===== src/rtl/uart_receiver.sv =====
// 16x-oversampled UART receive engine: 2-FF synchronised rx, start/data/stop FSM, ready/ack host handshake.
// Optional parity stage enabled by defining UART_RX_PARITY_EN.
module uart_receiver #(
  parameter int DATA_BITS  = 8,
  parameter int OVERSAMPLE = 16,
  parameter bit PARITY_ODD = 1'b0
) (
  input  logic                 clk_50mhz,
  input  logic                 rst_n,
  input  logic                 rx_clock_enable,
  input  logic                 rx,
  input  logic                 rd_ack,
  output logic [DATA_BITS-1:0] rx_data,
  output logic                 rx_valid,
  output logic                 rx_ready,
  output logic                 framing_error,
  output logic                 overrun_error,
  output logic                 parity_error
);

  localparam int BW = $clog2(DATA_BITS);
  localparam logic [3:0]    MID_START = 4'(OVERSAMPLE / 2 - 1);
  localparam logic [3:0]    MID_BIT   = 4'(OVERSAMPLE - 1);
  localparam logic [BW-1:0] LAST_BIT  = BW'(DATA_BITS - 1);

  typedef enum logic [2:0] {
    S_IDLE,
    S_START,
    S_DATA,
    S_STOP,
    S_BREAK
`ifdef UART_RX_PARITY_EN
    , S_PARITY
`endif
  } state_e;

  state_e               state_q, state_d;
  logic                 rx_meta_q, rx_s_q;
  logic [3:0]           samp_cnt_q, samp_cnt_d;
  logic [BW-1:0]        bit_cnt_q, bit_cnt_d;
  logic [DATA_BITS-1:0] shreg_q, shreg_d;
  logic [DATA_BITS-1:0] rx_data_q, rx_data_d;
  logic                 rx_valid_q, rx_valid_d;
  logic                 rx_ready_q, rx_ready_d;
  logic                 ferr_q, ferr_d;
  logic                 overrun_q, overrun_d;
  logic                 commit;
`ifdef UART_RX_PARITY_EN
  logic                 par_bit_q, par_bit_d;
  logic                 perr_q, perr_d;
`endif

  always_ff @(posedge clk_50mhz or negedge rst_n) begin
    if (!rst_n) begin
      rx_meta_q <= 1'b1;
      rx_s_q    <= 1'b1;
    end else begin
      rx_meta_q <= rx;
      rx_s_q    <= rx_meta_q;
    end
  end

  // Receive FSM: every transition is qualified by the sample tick.
  always_comb begin
    state_d    = state_q;
    samp_cnt_d = samp_cnt_q;
    bit_cnt_d  = bit_cnt_q;
    shreg_d    = shreg_q;
    commit     = 1'b0;
    ferr_d     = 1'b0;
`ifdef UART_RX_PARITY_EN
    par_bit_d  = par_bit_q;
`endif
    if (rx_clock_enable) begin
      case (state_q)
        S_IDLE: begin
          if (!rx_s_q) begin
            state_d    = S_START;
            samp_cnt_d = '0;
          end
        end
        S_START: begin
          if (samp_cnt_q == MID_START) begin
            samp_cnt_d = '0;
            bit_cnt_d  = '0;
            state_d    = rx_s_q ? S_IDLE : S_DATA;
          end else begin
            samp_cnt_d = samp_cnt_q + 4'd1;
          end
        end
        S_DATA: begin
          if (samp_cnt_q == MID_BIT) begin
            samp_cnt_d         = '0;
            shreg_d[bit_cnt_q] = rx_s_q;
            if (bit_cnt_q == LAST_BIT) begin
`ifdef UART_RX_PARITY_EN
              state_d = S_PARITY;
`else
              state_d = S_STOP;
`endif
            end else begin
              bit_cnt_d = bit_cnt_q + 1'b1;
            end
          end else begin
            samp_cnt_d = samp_cnt_q + 4'd1;
          end
        end
`ifdef UART_RX_PARITY_EN
        S_PARITY: begin
          if (samp_cnt_q == MID_BIT) begin
            samp_cnt_d = '0;
            par_bit_d  = rx_s_q;
            state_d    = S_STOP;
          end else begin
            samp_cnt_d = samp_cnt_q + 4'd1;
          end
        end
`endif
        S_STOP: begin
          if (samp_cnt_q == MID_BIT) begin
            samp_cnt_d = '0;
            if (rx_s_q) begin
              commit  = 1'b1;
              state_d = S_IDLE;
            end else begin
              ferr_d  = 1'b1;
              state_d = S_BREAK;
            end
          end else begin
            samp_cnt_d = samp_cnt_q + 4'd1;
          end
        end
        S_BREAK: begin
          if (rx_s_q) state_d = S_IDLE;
        end
        default: state_d = S_IDLE;
      endcase
    end
  end

  // Host handshake: rx_ready rises on commit and stays high until a cycle with
  // rd_ack; an ack coinciding with a commit consumes the old byte, so ready stays.
  always_comb begin
    rx_data_d  = rx_data_q;
    rx_valid_d = commit;
    rx_ready_d = rx_ready_q;
    overrun_d  = overrun_q;
    if (commit) begin
      rx_data_d  = shreg_q;
      rx_ready_d = 1'b1;
      overrun_d  = !rd_ack && (rx_ready_q || overrun_q);
    end else if (rd_ack && rx_ready_q) begin
      rx_ready_d = 1'b0;
      overrun_d  = 1'b0;
    end
`ifdef UART_RX_PARITY_EN
    perr_d = commit && ((^shreg_q) ^ par_bit_q ^ PARITY_ODD);
`endif
  end

  always_ff @(posedge clk_50mhz or negedge rst_n) begin
    if (!rst_n) begin
      state_q    <= S_IDLE;
      samp_cnt_q <= '0;
      bit_cnt_q  <= '0;
      shreg_q    <= '0;
      rx_data_q  <= '0;
      rx_valid_q <= 1'b0;
      rx_ready_q <= 1'b0;
      ferr_q     <= 1'b0;
      overrun_q  <= 1'b0;
`ifdef UART_RX_PARITY_EN
      par_bit_q  <= 1'b0;
      perr_q     <= 1'b0;
`endif
    end else begin
      state_q    <= state_d;
      samp_cnt_q <= samp_cnt_d;
      bit_cnt_q  <= bit_cnt_d;
      shreg_q    <= shreg_d;
      rx_data_q  <= rx_data_d;
      rx_valid_q <= rx_valid_d;
      rx_ready_q <= rx_ready_d;
      ferr_q     <= ferr_d;
      overrun_q  <= overrun_d;
`ifdef UART_RX_PARITY_EN
      par_bit_q  <= par_bit_d;
      perr_q     <= perr_d;
`endif
    end
  end

  assign rx_data       = rx_data_q;
  assign rx_valid      = rx_valid_q;
  assign rx_ready      = rx_ready_q;
  assign framing_error = ferr_q;
  assign overrun_error = overrun_q;
`ifdef UART_RX_PARITY_EN
  assign parity_error  = perr_q;
`else
  // Parity sense is meaningless without the parity stage; output is constant 0.
  assign parity_error  = PARITY_ODD & 1'b0;
`endif

endmodule


===== config.mk =====
export PLATFORM = sky130hd
export DESIGN_NAME = uart_receiver
export DESIGN_NICKNAME = d
export VERILOG_FILES = /design/src/rtl/uart_receiver.sv
export SDC_FILE = /design/constraint.sdc
export NUM_CORES = 1
export LEC_CHECK = 0
export CORE_UTILIZATION = 30
export CTS_CLUSTER_DIAMETER = 120
export DETAILED_ROUTE_END_ITERATION = 10
export PLACE_DENSITY = 0.45
export SLEW_MARGIN = 10
export SYNTH_ARGS = -nofsm -noshare
export SYNTH_HDL_FRONTEND = slang
export SYNTH_SLANG_ARGS = --single-unit

===== constraint.sdc =====
create_clock -name clk_50mhz -period 2.55 [get_ports clk_50mhz]
set_input_delay 0.51 -clock clk_50mhz [delete_from_list [all_inputs] [get_ports clk_50mhz]]
set_output_delay 0.51 -clock clk_50mhz [all_outputs]
set_load 0.005 [all_outputs]

==> results of run 1 <==
-- report_power, final --
part,switching (W),internal [W]
Sequential,0.000130,0.000590
Combinational,0.000199,0.000184
Clock,0.000194,0.000289
-- worst register-to-register path, stage by stage, from the launching register on --
cell and delay [ns]:
dfrtp_1 0.45, ha_1 0.21, ha_1 0.19, or2_1 0.22, o221ai_1 0.25, nand2b_1 0.18
mux2_1 0.33
-- sequential cells by signal, indices dropped and copies added, names as in the netlist --
name,count
shreg_q,8
state_q,3
rx_ready,1
rx_meta_q,1
rx_data,8
rx_valid,1
framing_error,1
samp_cnt_q,4
overrun_error,1
rx_s_q,1
bit_cnt_q,3
-- layout by cell type (no fill, tap or decap), types with 2 or more instances in the layout --
| master | n |
|---|---|
| dfstp_2 | 2 |
| nor2_1 | 4 |
| ha_1 | 3 |
| nor3_1 | 5 |
| nand2b_1 | 3 |
| o21ai_0 | 3 |
| inv_1 | 4 |
| or2_1 | 2 |
| mux2_4 | 2 |
| nor2b_1 | 3 |
| or3_1 | 3 |
| mux2i_1 | 3 |
| nand2_1 | 35 |
| a21o_1 | 3 |
| o21ai_1 | 2 |
| mux2_1 | 3 |
| a21oi_1 | 5 |
| mux2_2 | 4 |
| clkbuf_8 | 5 |
| clkdlybuf4s50_1 | 16 |
| dfrtp_1 | 30 |
| buf_4 | 2 |
| nand4_1 | 2 |
| nand3_1 | 3 |
-- through the flow --
stage	hold slack [ns]	cells	power (W)
CTS	0.364	233	0.00160
detailed placement	0.351	225	0.00111
global placement	0.348	225	0.00110
floorplan	0.214	146	0.00100
global route	0.371	233	0.00170
finish	0.361	233	0.00159
-- layout make-up --
cell class / count / area (um^2) / share of cell area, %
Clock inverter: 3 / 42.5 / 2.31
Timing Repair Buffer: 18 / 175 / 9.52
Sequential cell: 32 / 803 / 43.6
Multi-Input combinational cell: 103 / 648 / 35.2
Inverter: 5 / 18.8 / 1.02
Tap cell: 67 / 83.8 / 4.55
Clock buffer: 5 / 68.8 / 3.74
-- layer usage --
layer | part of all wire [%] | vias to the layer above
li1 | - | 537
met1 | 50 | 517
met2 | 44 | 26
met3 | 4.1 | 4
met4 | 1.4 | 0
met5 | 0 | -
-- path summary, 6_finish.rpt --
kind | startpoint | endpoint | slack, ns | cells after the start
max in group asynchronous | rst_n | rx_s_q$_DFF_PN1_ | 1.60 | 2
max | bit_cnt_q[1]$_DFFE_PN0P_ | state_q[0]$_DFFE_PN0P_ | 0.63 | 6
max reg2reg | bit_cnt_q[1]$_DFFE_PN0P_ | state_q[0]$_DFFE_PN0P_ | 0.63 | 6
min | rx_meta_q$_DFF_PN1_ | rx_s_q$_DFF_PN1_ | 0.36 | 0
min reg2reg | rx_meta_q$_DFF_PN1_ | rx_s_q$_DFF_PN1_ | 0.36 | 0
min in group asynchronous | rst_n | shreg_q[3]$_DFFE_PN0P_ | 0.62 | 2
-- cells by family (layout without fill, tap and decap cells) --
group                      Yosys count  in the layout  synth area share [%]
and+or+nand+nor                     68             68                  22.8
adders and majority gates            3              3                  2.49
AOI/OAI and AO/OA                   18             18                  7.64
muxes                               12             12                  9.22
DFF                                 32             32                  53.3
other                                1              1                 0.249
xor gates and xnor gates             1              1                 0.582
buffers and inverters               11             31                  3.65
==> results_dict.tcl, run 1 <==
set metrics [dict create \
    yosys.area.top_type "dfrtp_1" \
    ys_ff_latch 32 \
    p_per_area_nw_per_um2 862 \
    design.core.area_um2 4790 \
    place_ws_ns 0.388 \
    slowest_stage "dfrtp_1" \
    use_met3_pct 4.28 \
    vias 1084 \
    skew_ns 0.00561 \
    cts.reportedPaths.clkPinSlew_ns 0.07 \
    rsz0062_at_grt "false" \
    grt_most_used_layer "met2" \
    hold_violations 0 \
    die_w_um 72.9 \
    mappedNetlistArea_um2 1510 \
    track_usage_pct 13.0 \
    grt_pass1_vias 1071 \
    grt_max_degree 33 \
    synthTopCellsByArea "dfrtp_1, nand2_1, dfstp_2, mux2_2, ha_1" \
    ios 18 \
    outcome "complete, no violations" \
    cp_data_arrival_time_ns 2.09 \
    fin_crit_ns 1.92 \
    crit_path_end_kind "flip-flop" \
    synthTopCellsByCount "nand2_1, dfrtp_1, a21oi_1, nor3_1" \
    worstPathMaxFanout 7 \
    crit_chain "ha_1 > ha_1 > or2_1 > o221ai_1 > nand2b_1 > mux2_1" \
    ys.flop_type "dfrtp_1" \
    netlist.area_leader.share_pct 49.8 \
    rows 25 \
    numCtsBuffers 5 \
    start_util_pct 31.5 \
    area_delta_synth_final_pct 22.2 \
    synth_cells 146 \
    finalMaxSlewViolations 0 \
    p_leak_nw 0.878 \
    finalInstanceArea_um2 1840 \
    final_util_pct 38.5 \
    ys_warn_count 0 \
    setup_viol 0 \
    worstSkewPairLatency_ns 0.28 \
    gp_congestion 0.781 \
    yosys.cell_count.top_type "nand2_1" \
    hp-class "flip-flop to flip-flop" \
    cts_tree "yes" \
    syn_area_per_cell_um2 10.3 \
    startpoint_type "flip-flop" \
    remaining_drc_errors 0 \
    die_h_um 72.9 \
    htree_levels 2 \
    cp_top_family "flip-flops" \
    cts_setup_buffers 0 \
    clkSinkCount 32 \
    synth-async-reset-ratio_pct 100 \
    max_stage_delay_ns 0.45 \
    die_area_um2 5310 \
    first_pass_iters 4 \
    layout-drive-gt1-share_pct 12.7 \
    max_freq_ghz 0.520 \
    critPathRequiredTime_ns 2.72 \
    drv_cap 0 \
    port_buffers 16 \
    final_net_count 173 \
    ant_nets 0 \
    antenna_found_initial 0 \
    cts_resized 0 \
    synthesis.nets 154 \
    worst-setup-path-type "flip-flop to flip-flop" \
    overflow 0 \
    fillers 483 \
    yosysSeqAreaShare_pct 53.3 \
    vias_per_cell 4.65 \
    drt_iter0_drc 67 \
    diodes 0 \
    placed_area_um2 1730 \
    wl_per_cell_um 12.8 \
    synthDistinctLibCells 40 \
    grt_util_met2_pct 20.4 \
    worst_slack_ns 0.625 \
    wl_um 2980 \
    met1_usage_pct 16.7 \
    cts_buffer_depth 2 \
    synth_edf_count 0 \
    fin_crit_sh_pct 75.5 \
    grt_pass1_wl_um 5070 \
    path_buf_inv 0 \
    vdd_drop_max_mv 0.313 \
    cts_root_buf "clkbuf_8" \
    critPathMostFrequentCell "ha_1" \
    cts_hold_buf 0 \
    hpwl_um 2030 \
    tns_ns 0 \
]
(Power assumes the default switching activity.)
==> run 2, diff against run 1 <==
==> constraint.sdc (replaced) <==
create_clock -name clk_50mhz -period 1.9 [get_ports clk_50mhz]
set_input_delay 0.38 -clock clk_50mhz [delete_from_list [all_inputs] [get_ports clk_50mhz]]
set_output_delay 0.38 -clock clk_50mhz [all_outputs]
set_load 0.005 [all_outputs]
==> run 2 against run 1 <==
  * Register-to-register slack got worse by 0.56 ns
  * Flip-flop and latch count did not move
  * Clock power grew 33%
  * Sequential power rose by 32%
  * Global-route usage increased by 0.41 points
  * Hold slack better by 0.0048 ns
  * First-iteration DRC count down 1.5%
  * Setup slack worse by 0.56 ns
  * Final cell count up 4.7%
  * Power rose by 38%
  * Die area unchanged
  * Critical path type unchanged
==> results_dict.tcl, run 2 (synthesis results as in run 1) <==
set metrics [dict create \
    outcome "complete, no violations" \
    cts_resized 0 \
    timing.rr.start "bit_cnt_q[0]$_DFFE_PN0P_" \
    finalMaxSlewViolations 0 \
    layout-drive-gt1-share_pct 19.8 \
    ant_nets 0 \
    placed_cells 236 \
    remaining_drc_errors 0 \
    wl_um 3070 \
    final_net_count 184 \
    r2r_cells 6 \
    vdd_drop_max_mv 0.490 \
    drt_iter0_drc 66 \
    fin_crit_ns 1.84 \
    hpwl_um 2160 \
    diodes 0 \
    cts_buffer_depth 2 \
    ios 18 \
    cts.reportedPaths.clkPinSlew_ns 0.07 \
    met2_length_um 1370 \
    port_buffers 16 \
    antenna_found_initial 0 \
    vias 1122 \
    hold_start "rx_meta_q$_DFF_PN1_" \
    first_pass_iters 4 \
    crit_cells 6 \
    worstPathMaxFanout 4 \
    seqCellArea_um2 803 \
    area_delta_synth_final_pct 28.7 \
    start_util_pct 31.5 \
    dr_wl_met3_um 130 \
    p_per_area_nw_per_um2 1130 \
    cts_tree "yes" \
    rows 25 \
    p_leak_nw 0.937 \
    wl_met1_um 1510 \
    wl_per_cell_um 12.6 \
    fillers 481 \
    design.core.area_um2 4790 \
    clkSinkCount 32 \
    cp-startpoint "bit_cnt_q[0]$_DFFE_PN0P_" \
    max_stage_delay_ns 0.41 \
    vias_per_cell 4.60 \
    die_area_um2 5310 \
    min_path_cells 0 \
    grt_pass1_wl_um 5220 \
    overflow 0 \
    critPathRequiredTime_ns 2.06 \
    numCtsBuffers 5 \
    hold_violations 0 \
    setup_viol 0 \
    final_util_pct 40.5 \
    gp_congestion 0.814 \
    grt_max_degree 33 \
    cp_top_family "adder cells" \
    multi_input_area_um2 664 \
    track_usage_pct 13.4 \
    max_freq_ghz 0.544 \
    grt_pass1_vias 1082 \
    crit_chain "ha_1 > ha_1 > or2_1 > o221ai_2 > nand2b_4 > mux2_1" \
    path_buf_inv 0 \
    cts_root_buf "clkbuf_8" \
    hp-class "flip-flop to flip-flop" \
    htree_levels 2 \
    topRoutingLayerUsed "met4" \
    hold_slack_ns 0.366 \
    worst-setup-path-type "flip-flop to flip-flop" \
    skew_ns 0.00855 \
    crit_path_end_kind "flip-flop" \
    final_cell_count_no_fill 244 \
    power_w 0.00220 \
    worstSkewPairLatency_ns 0.28 \
    startpoint_type "flip-flop" \
    die_h_um 72.9 \
    drv_cap 0 \
    die_w_um 72.9 \
    final_common_cell "nand2_1" \
    cp_data_arrival_time_ns 2.00 \
    final_cell_mix "nand2_1, dfrtp_1, clkdlybuf4s50_1" \
    slowest_stage "dfrtp_1" \
    critPathMostFrequentCell "ha_1" \
    fin_crit_sh_pct 96.7 \
    cts_hold_buf 0 \
    cts_setup_buffers 0 \
]
==> run 2: worst register-to-register path, cell delays in order (launching register included) <==
cell      delay, ns
dfrtp_1        0.41
ha_1           0.22
ha_1           0.19
or2_1          0.22
o221ai_2       0.20
nand2b_4       0.17
mux2_1         0.31
==> run 2: final cells by class <==
cell class,count,area share [%]
well taps,67,4.32
multi-input cells,103,34.3
clock buffers,5,3.55
flip-flops and latches,32,41.4
clock inverters,3,2.19
inverters,5,0.968
repair buffers,29,13.3
==> run 2: routing by layer <==
metal	track usage, %	vias to the layer above
met5	0	-
met4	6.10	0
met3	4.70	6
met2	19.7	22
met1	17.8	537
li1	-	557
==> run 2: metrics by stage <==
step           setup TNS [ns]  area, um^2  worst slack, ns
6_report                    0        1940           0.0625
5_1_grt               -0.0296        1940          -0.0296
4_1_cts                     0        1920           0.0365
3_5_place_dp           -0.182        1810          -0.0798
3_3_place_gp           -0.127        1810          -0.0567
2_1_floorplan               0        1510            0.134
==> run 2: where the power goes <==
part | total (W) | leakage (nW) | switching, W | internal [W]
Sequential | 0.000953 | 0.409 | 0.000161 | 0.000793
Combinational | 0.000601 | 0.473 | 0.000308 | 0.000294
Clock | 0.000642 | 0.0541 | 0.000254 | 0.000388
Total | 0.00220 | 0.937 | 0.000722 | 0.00147
==> run 2: worst paths after layout <==
check	end	slack, ns
worst max-delay path	state_q[0]$_DFFE_PN0P_	0.06
worst min-delay path	rx_s_q$_DFF_PN1_	0.37
worst max register to register	state_q[0]$_DFFE_PN0P_	0.06
worst min register to register	rx_s_q$_DFF_PN1_	0.37
max in group asynchronous	rx_s_q$_DFF_PN1_	1.08
min in group asynchronous	shreg_q[7]$_DFFE_PN0P_	0.49
==> run 3, diff against run 2 <==
--- a/config.mk
+++ b/config.mk
@@ -5,6 +5,7 @@
 export SDC_FILE = /design/constraint.sdc
 export NUM_CORES = 1
 export LEC_CHECK = 0
+export CORE_ASPECT_RATIO = 1.4
 export CORE_UTILIZATION = 30
 export CTS_CLUSTER_DIAMETER = 120
 export DETAILED_ROUTE_END_ITERATION = 10
==> run 3 against run 2 <==
  * Non-clock buffer count unchanged
  * Clock-buffer cell count increased by 3
  * Critical path depth unchanged
  * Utilization decreased by 0.73 points
  * Combinational power increased by 3.3%
  * Clock power decreased by 18%
  * Wire length decreased by 5.1%
  * Hold slack got worse by 0.0098 ns
  * Power decreased by 5.2%
  * Highest routed layer unchanged
==> results_dict.tcl, run 3 (synthesis results as in run 1) <==
set metrics [dict create \
    antenna_found_initial 0 \
    finalInstanceArea_um2 1930 \
    drv_cap 0 \
    layout-drive-gt1-share_pct 18.6 \
    ant_nets 0 \
    wl_um 2910 \
    crit_path_end_kind "flip-flop" \
    placed_cells 233 \
    htree_levels 2 \
    cts_tree "yes" \
    switching_share_pct 32.9 \
    finalMaxSlewViolations 0 \
    cp_data_arrival_time_ns 1.97 \
    die_w_um 61.9 \
    port_buffers 16 \
    vias_per_cell 4.66 \
    final_cell_count_no_fill 241 \
    worst-setup-path-type "flip-flop to flip-flop" \
    cts_root_buf "clkbuf_8" \
    slowest_stage "dfrtp_1" \
    rows 30 \
    final_common_cell "nand2_1" \
    numCtsBuffers 5 \
    cp_top_family "adder cells" \
    p_clk_share_pct 25.2 \
    path_buf_inv 0 \
    ios 18 \
    worstPathMaxFanout 2 \
    wl_per_cell_um 12.1 \
    outcome "complete, no violations" \
    final_cell_mix "nand2_1, dfrtp_1, clkdlybuf4s50_1" \
    cts_buffer_depth 2 \
    cts_setup_buffers 0 \
    start_util_pct 31.1 \
    p_comb_share_pct 29.8 \
    die_h_um 85.8 \
    grt_max_degree 33 \
    area_delta_synth_final_pct 27.9 \
    switching_power_w 0.000686 \
    design.core.area_um2 4840 \
    p_per_area_nw_per_um2 1080 \
    rsz0062_at_grt "false" \
    hp-class "flip-flop to flip-flop" \
    setup_viol 0 \
    grt_pass1_wl_um 5150 \
    critPathMostFrequentCell "ha_1" \
    first_pass_iters 6 \
    placed_area_um2 1820 \
    track_usage_pct 13.4 \
    power.internal_w 0.00140 \
    skew_ns 0.00102 \
    hold_violations 0 \
    final_net_count 184 \
    hpwl_um 2270 \
    max_freq_ghz 0.553 \
    max_stage_delay_ns 0.38 \
    tns_ns 0 \
    clkSinkCount 32 \
    startpoint_type "flip-flop" \
    grt_pass1_vias 1148 \
    diodes 0 \
    seqPwrFrac_pct 45.0 \
    worstSkewPairLatency_ns 0.28 \
    remaining_drc_errors 0 \
    overflow 0 \
    fin_crit_ns 1.81 \
    cts.reportedPaths.clkPinSlew_ns 0.06 \
    crit_chain "ha_1 > ha_1 > or2_1 > o221ai_2 > nand2b_4 > mux2_1" \
    critPathRequiredTime_ns 2.06 \
    vias 1123 \
    fin_crit_sh_pct 95.2 \
    gp_congestion 0.810 \
    p_leak_nw 0.930 \
    die_area_um2 5310 \
    fillers 470 \
    drt_iter0_drc 31 \
    vdd_drop_max_mv 0.609 \
]
[run 3: layout make-up]
cell class                 count  area [um^2]  share of cell area (%)
sequential                    32          803                    41.7
multi-input combinational    103          664                    34.5
timing repair buffer          29          270                    14.0
clock buffer                   8         90.1                    4.68
tap                           64         80.1                    4.16
inverter                       5         18.8                   0.974
[run 3: path summary, 6_finish.rpt]
check	from	end	slack [ns]	depth (start not counted)
setup / recovery	bit_cnt_q[0]$_DFFE_PN0P_	state_q[0]$_DFFE_PN0P_	0.09	6
hold / removal	rx_meta_q$_DFF_PN1_	rx_s_q$_DFF_PN1_	0.36	0
setup reg to reg	bit_cnt_q[0]$_DFFE_PN0P_	state_q[0]$_DFFE_PN0P_	0.09	6
hold reg to reg	rx_meta_q$_DFF_PN1_	rx_s_q$_DFF_PN1_	0.36	0
max in group asynchronous	rst_n	rx_s_q$_DFF_PN1_	1.08	2
min in group asynchronous	rst_n	rx_ready$_DFFE_PN0P_	0.50	2
[run 3: power groups by stage]
stage               sequential (W)  combinational, W  clock, W
finish                    0.000936          0.000621  0.000525
global route              0.000958          0.000709  0.000579
CTS                       0.000935          0.000604  0.000551
detailed placement        0.000947          0.000601         0
floorplan                 0.000901          0.000445         0
global placement          0.000944          0.000585         0
[run 3: routing by layer]
layer | up-vias | track usage (%) | wire length (um)
li1 | 559 | - | -
met1 | 539 | 14.3 | 1140
met2 | 19 | 23.5 | 1630
met3 | 6 | 3.17 | 78
met4 | 0 | 6.67 | 65
met5 | - | 0 | 0
[run 3: worst register-to-register path, cell delays in order (launching register included)]
cell      delay, ns
dfrtp_1        0.38
ha_1           0.22
ha_1           0.19
or2_1          0.23
o221ai_2       0.19
nand2b_4       0.17
mux2_1         0.31
[run 3: metrics by stage]
step | total power [W] | hold slack (ns) | util [%] | setup WS (ns)
floorplan | 0.00135 | 0.0844 | - | 0.134
global placement | 0.00153 | 0.346 | 37.6 | -0.0353
detailed placement | 0.00155 | 0.348 | 37.6 | -0.0646
CTS | 0.00209 | 0.357 | 39.5 | 0.0372
global route | 0.00225 | 0.360 | 39.8 | 0.0137
finish | 0.00208 | 0.356 | 39.8 | 0.0914
[run 3: timing repair]
action                                  CTS  global route
hold buffers                              0             0
endpoints found under the setup margin    0             1
resized for setup                         0             3
